## src/rtl/uart_transmitter_if.sv

```systemverilog
// rtl/uart_transmitter_if.sv - byte stream handshake feeding the UART transmitter
interface uart_transmitter_if;
  logic [7:0] transmit_data;
  logic       transmit_valid;
  logic       transmit_ready;

  modport master (
    output transmit_data,
    output transmit_valid,
    input  transmit_ready
  );

  modport slave (
    input  transmit_data,
    input  transmit_valid,
    output transmit_ready
  );
endinterface

```

## src/rtl/uart_transmitter.sv

```systemverilog
// rtl/uart_transmitter.sv - 8N1 serializer: start bit, eight data bits LSB first, one stop bit
module uart_transmitter #(
  parameter int CLOCK_FREQUENCY = 50_000_000,
  parameter int BAUD_RATE       = 115_200
) (
  input  logic              clk,
  input  logic              reset_n,
  uart_transmitter_if.slave transmit,
  output logic              serial_out
);

  localparam int CYCLES_PER_BIT = CLOCK_FREQUENCY / BAUD_RATE;
  localparam int COUNT_WIDTH    = (CYCLES_PER_BIT > 1) ? $clog2(CYCLES_PER_BIT) : 1;
  localparam logic [COUNT_WIDTH-1:0] LAST_COUNT = COUNT_WIDTH'(CYCLES_PER_BIT - 1);

  if (CYCLES_PER_BIT < 2) begin : g_bad_ratio
    $error("uart_transmitter: CLOCK_FREQUENCY / BAUD_RATE must be at least 2");
  end

  typedef enum logic [1:0] {
    S_IDLE,
    S_START,
    S_DATA,
    S_STOP
  } state_t;

  state_t                 state_q, state_d;
  logic [COUNT_WIDTH-1:0] baud_q, baud_d;
  logic [2:0]             bit_q, bit_d;
  logic [7:0]             shift_q, shift_d;
  logic                   line_q, line_d;
  logic                   ready_q, ready_d;
  logic                   handshake;
  logic                   baud_done;

  assign handshake      = transmit.transmit_valid && ready_q;
  assign baud_done      = (baud_q == LAST_COUNT);
  assign serial_out     = line_q;
  assign transmit.transmit_ready = ready_q;

  always_ff @(posedge clk or negedge reset_n) begin
    if (!reset_n) begin
      state_q <= S_IDLE;
      baud_q  <= '0;
      bit_q   <= '0;
      shift_q <= '0;
      line_q  <= 1'b1;
      ready_q <= 1'b0;
    end else begin
      state_q <= state_d;
      baud_q  <= baud_d;
      bit_q   <= bit_d;
      shift_q <= shift_d;
      line_q  <= line_d;
      ready_q <= ready_d;
    end
  end

  always_comb begin
    state_d = state_q;
    baud_d  = baud_q;
    bit_d   = bit_q;
    shift_d = shift_q;

    case (state_q)
      S_IDLE: begin
        baud_d = '0;
        bit_d  = '0;
        if (handshake) begin
          state_d = S_START;
          shift_d = transmit.transmit_data;
        end
      end

      S_START: begin
        if (baud_done) begin
          baud_d  = '0;
          state_d = S_DATA;
        end else begin
          baud_d = baud_q + 1'b1;
        end
      end

      S_DATA: begin
        if (baud_done) begin
          baud_d  = '0;
          shift_d = {1'b0, shift_q[7:1]};
          if (bit_q == 3'd7) begin
            bit_d   = '0;
            state_d = S_STOP;
          end else begin
            bit_d = bit_q + 3'd1;
          end
        end else begin
          baud_d = baud_q + 1'b1;
        end
      end

      S_STOP: begin
        // Ready is only high on the terminal stop cycle, so a handshake here chains frames with no gap.
        if (baud_done) begin
          baud_d = '0;
          if (handshake) begin
            state_d = S_START;
            shift_d = transmit.transmit_data;
          end else begin
            state_d = S_IDLE;
          end
        end else begin
          baud_d = baud_q + 1'b1;
        end
      end

      default: begin
        state_d = S_IDLE;
        baud_d  = '0;
        bit_d   = '0;
      end
    endcase

    // Outputs are decoded from the next state so both leave flops with no extra cycle of latency.
    case (state_d)
      S_START: line_d = 1'b0;
      S_DATA:  line_d = shift_d[0];
      default: line_d = 1'b1;
    endcase

    ready_d = (state_d == S_IDLE) || ((state_d == S_STOP) && (baud_d == LAST_COUNT));
  end

endmodule

```

## src/flat_wrapper.sv

```systemverilog
// flat-port wrapper written by rule: the top's interface ports become plain ports
module uart_transmitter_flat 
#(
  parameter int CLOCK_FREQUENCY = 50_000_000,
  parameter int BAUD_RATE       = 115_200
)
  (clk, reset_n, serial_out, transmit_transmit_data, transmit_transmit_valid, transmit_transmit_ready);
  uart_transmitter_if transmit_i ();
  input  logic clk;
  input  logic reset_n;
  output logic serial_out;
  input wire logic [$bits(transmit_i.transmit_data)-1:0] transmit_transmit_data;
  input wire logic [$bits(transmit_i.transmit_valid)-1:0] transmit_transmit_valid;
  output wire logic [$bits(transmit_i.transmit_ready)-1:0] transmit_transmit_ready;
  assign transmit_i.transmit_data = transmit_transmit_data;
  assign transmit_i.transmit_valid = transmit_transmit_valid;
  assign transmit_transmit_ready = transmit_i.transmit_ready;
  uart_transmitter #(.CLOCK_FREQUENCY(CLOCK_FREQUENCY), .BAUD_RATE(BAUD_RATE)) u_core (.clk(clk), .reset_n(reset_n), .transmit(transmit_i), .serial_out(serial_out));
endmodule
```

## config.mk

```make
export PLATFORM = sky130hd
export DESIGN_NAME = uart_transmitter_flat
export DESIGN_NICKNAME = d
export VERILOG_FILES = /design/src/rtl/uart_transmitter_if.sv /design/src/rtl/uart_transmitter.sv /design/src/flat_wrapper.sv
export SDC_FILE = /design/constraint.sdc
export NUM_CORES = 1
export LEC_CHECK = 0
export ABC_AREA = 1
export BUFFER_PORTS_ARGS = -buffer_cell sky130_fd_sc_hd__buf_4
export CAP_MARGIN = 25
export CORE_MARGIN = 5
export CORE_UTILIZATION = 35
export CTS_BUF_LIST = sky130_fd_sc_hd__clkbuf_4 sky130_fd_sc_hd__clkbuf_8
export CTS_CLUSTER_SIZE = 25
export DETAILED_ROUTE_END_ITERATION = 6
export RECOVER_POWER = 100
export SETUP_SLACK_MARGIN = 0.15
export SLEW_MARGIN = 10
export SYNTH_ARGS = -nofsm -noshare
export SYNTH_HDL_FRONTEND = slang
export SYNTH_SLANG_ARGS = --single-unit
export TNS_END_PERCENT = 20
```

## constraint.sdc

```tcl
create_clock -name clk -period 1.3 [get_ports clk]
set_input_delay 0.26 -clock clk [delete_from_list [all_inputs] [get_ports clk]]
set_output_delay 0.26 -clock clk [all_outputs]
set_load 0.05 [all_outputs]
```

==> qor.log <==
qor: clocking.clock-sinks 24
qor: worst_setup_path.worst-path-max-fanout 4
qor: floorplan.die_h 72.37 microns
qor: global_route.largest_net_degree_at_the_start_of_global_routing 25
qor: global_route.via_count_of_the_first_global_routing_pass 1265
qor: layout.finish.net_count 250
qor: hold_path.holdCritPathClass input port to flop
qor: logic_synthesis.netlist_instances 187
qor: routing.drt_iter0_markers 68
qor: logic_synthesis.synthesis.area_per_instance 7.280 sq um
qor: logic_synthesis.synth_largest_area_cell dfrtp_1
qor: power_and_ir_drop.fin_total_pwr 1.440 mW
qor: worst_setup_path.timing.critical_path.to_type flop
qor: logic_synthesis.yosysWarningCount 0
qor: logic_synthesis.post-synth-top-area-fraction 42.28%
qor: routing.postRouteWirelength 3.260 mm
qor: worst_setup_path.cp.arrival 1.67 ns
qor: timing.totalNegativeSetupSlack -2.226 ns
qor: placement.post-place-cells 271
qor: layout.num_antenna_cells 0
qor: run_status.status finished, violations left
qor: placement.post-place-ws -0.2806 ns
qor: routing.vias_per_cell 4.699
qor: global_route.grt_pass1_wl 5.664 mm
qor: timing.fin_crit 1.506 ns
qor: logic_synthesis.synth.distinct_cells 23
qor: floorplan.initial_core_util 36.63%
qor: floorplan.pin_count 13
qor: worst_setup_path.worst_path_most_repeated_cell nand2_2
qor: clocking.clock_latency_reported_for_the_late_side_of_the_worst_skew_pair 0.27 ns
qor: power_and_ir_drop.vdd.ir_drop.worst 0.6077 mV
qor: timing.post-route-worst-setup-slack -0.2061 ns
qor: global_route.grt.overflow.total 0
qor: floorplan.core-area 0.003716 sq mm
qor: worst_setup_path.critical_path_required 1.47 ns
qor: logic_synthesis.syn_area 0.001361 sq mm
qor: timing.post-route-period-util 115.9%
qor: layout.multi_input_area 787.0 sq um
qor: floorplan.floorplan.die.width 72.37 microns
qor: clocking.numCtsBuffers 3
qor: timing.fin_worst_skew 0.002685 ns
qor: worst_setup_path.worstSetupPathType flop to flop
qor: timing.slew_headroom 59.53%
qor: timing.achievable-frequency 664.0 MHz
qor: global_route.grt_util_all_layers 13.80%
qor: global_route.antenna_found_initial 0
qor: routing.route.detailed.wl_per_inst 11.56 microns
qor: clocking.cts_tree built
qor: floorplan.placementRows 22
qor: layout.most-common-layout-cells nand2_1 (55), buf_4 (37), inv_1 (21)
qor: worst_setup_path.cp_slowest_stage_delay 0.40 ns
qor: layout.mostFrequentLayoutCell nand2_1
qor: worst_setup_path.critPathSlowestCell dfrtp_1
qor: run_status.violations setup timing
qor: clocking.cts_max_level 1
qor: routing.drc 0
qor: layout.seqCellArea 605.6 sq um
qor: placement.gpl.final_weighted_congestion 0.8904
qor: power_and_ir_drop.total_leakage_power 1.010 nW
qor: logic_synthesis.synth.yosys.seq_area_share 44.21%
qor: layout.fillerInstances 360
qor: routing.first_pass_iters 4
qor: layout.syn_to_final_growth 45.40%
qor: power_and_ir_drop.power_density 727.6 mW/mm^2
qor: worst_setup_path.crit_path_cell_trace inv_2, ha_4, nand2_4, inv_2, nand2_2, nor2_4, nand3_1, nand2_2, nand2_2, buf_4, nand2_1, nand2_1
qor: clocking.cts_root_buf clkbuf_8
qor: layout.finish.instance_area 0.001979 sq mm
qor: logic_synthesis.ffs_latches_synth 24
qor: placement.placed_cell_area 0.001712 sq mm
qor: timing.finalHoldViolCount 0
qor: logic_synthesis.yosys-top-cells-area dfrtp_1 (42%), nand2_1 (18%), nand3_1 (7.7%), inv_1 (7.2%), nor2_1 (6.3%)
qor: timing.worst_pin_slew 0.6070 ns
qor: layout.instances_no_fill 282
qor: routing.dr_total_vias 1325
qor: placement.hpwl_detailed 2.319 mm
qor: routing.route.antenna.remaining_nets 0
qor: timing.grt_setup_unrepaired yes
qor: timing.timing_max_transition_violations_final 0
qor: worst_setup_path.worstSetupStartpointType flop
qor: clocking.max-clock-path-buffers 2
qor: timing.setup-violations-final 20
qor: placement.port_buffers 12
qor: layout.share_of_final_layout_standard_cells_stronger_than_drive_strength_1 37.61%
qor: logic_synthesis.syn-num-nets 202
qor: clocking.clk_pin_slew_worst_paths 0.08 ns
qor: floorplan.die-area 0.005237 sq mm
qor: run.max_cap_violations 0
-- final cells by class --
class                   count  area share (%)
clock buffers               3           2.086
well taps                  48           3.034
flip-flops and latches     24           30.59
multi-input cells         136           39.76
inverters                  26           5.057
clock inverters             1           1.517
repair buffers             44           17.95
-- per-layer routing --
metal | vias to the layer above | global-route usage, % | share of wire (%) | wire [microns]
met4 | 0 | 6.681 | 3.0 | 97
met3 | 9 | 3.047 | 3.7 | 122
li1 | 676 | - | - | -
met2 | 21 | 23.05 | 48 | 1567
met5 | - | 0 | 0 | 0
met1 | 619 | 16.70 | 45 | 1472
-- flip-flops by register name (all words and copies together), names as in the netlist --
name	count
u_core.baud_q	9
u_core.bit_q	3
u_core.state_q	2
u_core.serial_out	1
u_core.shift_q	8
u_core.transmit.transmit_ready	1
-- worst max-delay path, delay by kind of cell, from the launching register on --
kind / cells / cell delay, ns
flops: 1 / 0.40
buf+inv: 3 / 0.25
fa+ha+maj: 1 / 0.14
simple gates: 8 / 0.62
-- Yosys cell counts --
cell      instances
a21oi_1           1
a22o_2            1
a31oi_1           1
a32o_1            1
buf_6             1
dfrtp_1          23
dfstp_2           1
ha_1              4
inv_1            26
nand2_1          66
nand2_2           3
nand2_4           1
nand3_1          21
nand3b_1          1
nand4_1           3
nor2_1           23
nor2_2            3
nor3_4            1
o21ai_0           2
o21ai_1           1
or2_2             1
xnor2_1           1
xor2_1            1
-- report_power, final --
part           leakage (nW)  internal, mW  switching [mW]
Clock                0.0357         0.412           0.244
Sequential            0.270         0.746               0
Combinational         0.704        0.0198          0.0187
Total                  1.01          1.18           0.262
-- repair_timing --
item                       CTS  global route
buffers inserted             4             2
pin swaps                    8            16
hold buffers                 1             0
resized for setup           16            27
hold endpoints to repair    23             0
setup endpoints to repair   25            25
-- stage by stage --
stage | util, % | hold WS [ns]
2_1_floorplan | - | -0.03559
3_3_place_gp | 46.06 | 0.1834
3_5_place_dp | 46.06 | 0.1809
4_1_cts | 50.37 | 0.1734
5_1_grt | 53.27 | 0.1874
6_report | 53.27 | 0.1753
-- path summary, 6_finish.rpt --
check / cells after the start / slack, ns / to / startpoint
setup / recovery: 12 / -0.21 / u_core.transmit.transmit_ready / u_core.baud_q[1]
hold / removal: 3 / 0.18 / u_core.shift_q[7] / transmit_transmit_data[7]
setup reg to reg: 12 / -0.21 / u_core.transmit.transmit_ready / u_core.baud_q[1]
hold reg to reg: 2 / 0.48 / u_core.shift_q[2] / u_core.shift_q[2]
max in group asynchronous: 2 / 0.34 / u_core.baud_q[3] / reset_n
min in group asynchronous: 2 / 0.52 / u_core.shift_q[7] / reset_n
-- kinds of logic after synthesis --
kind of cell               count (synthesis)  share of synthesized area [%]
AOI/OAI and AO/OA                          7                          3.400
xor gates and xnor gates                   2                          1.287
adders and majority gates                  4                          3.677
buffers and inverters                     27                          7.996
DFF                                       24                          44.21
and+or+nand+nor                          123                          39.43
Note: power is estimated with default switching activity, not from simulation.
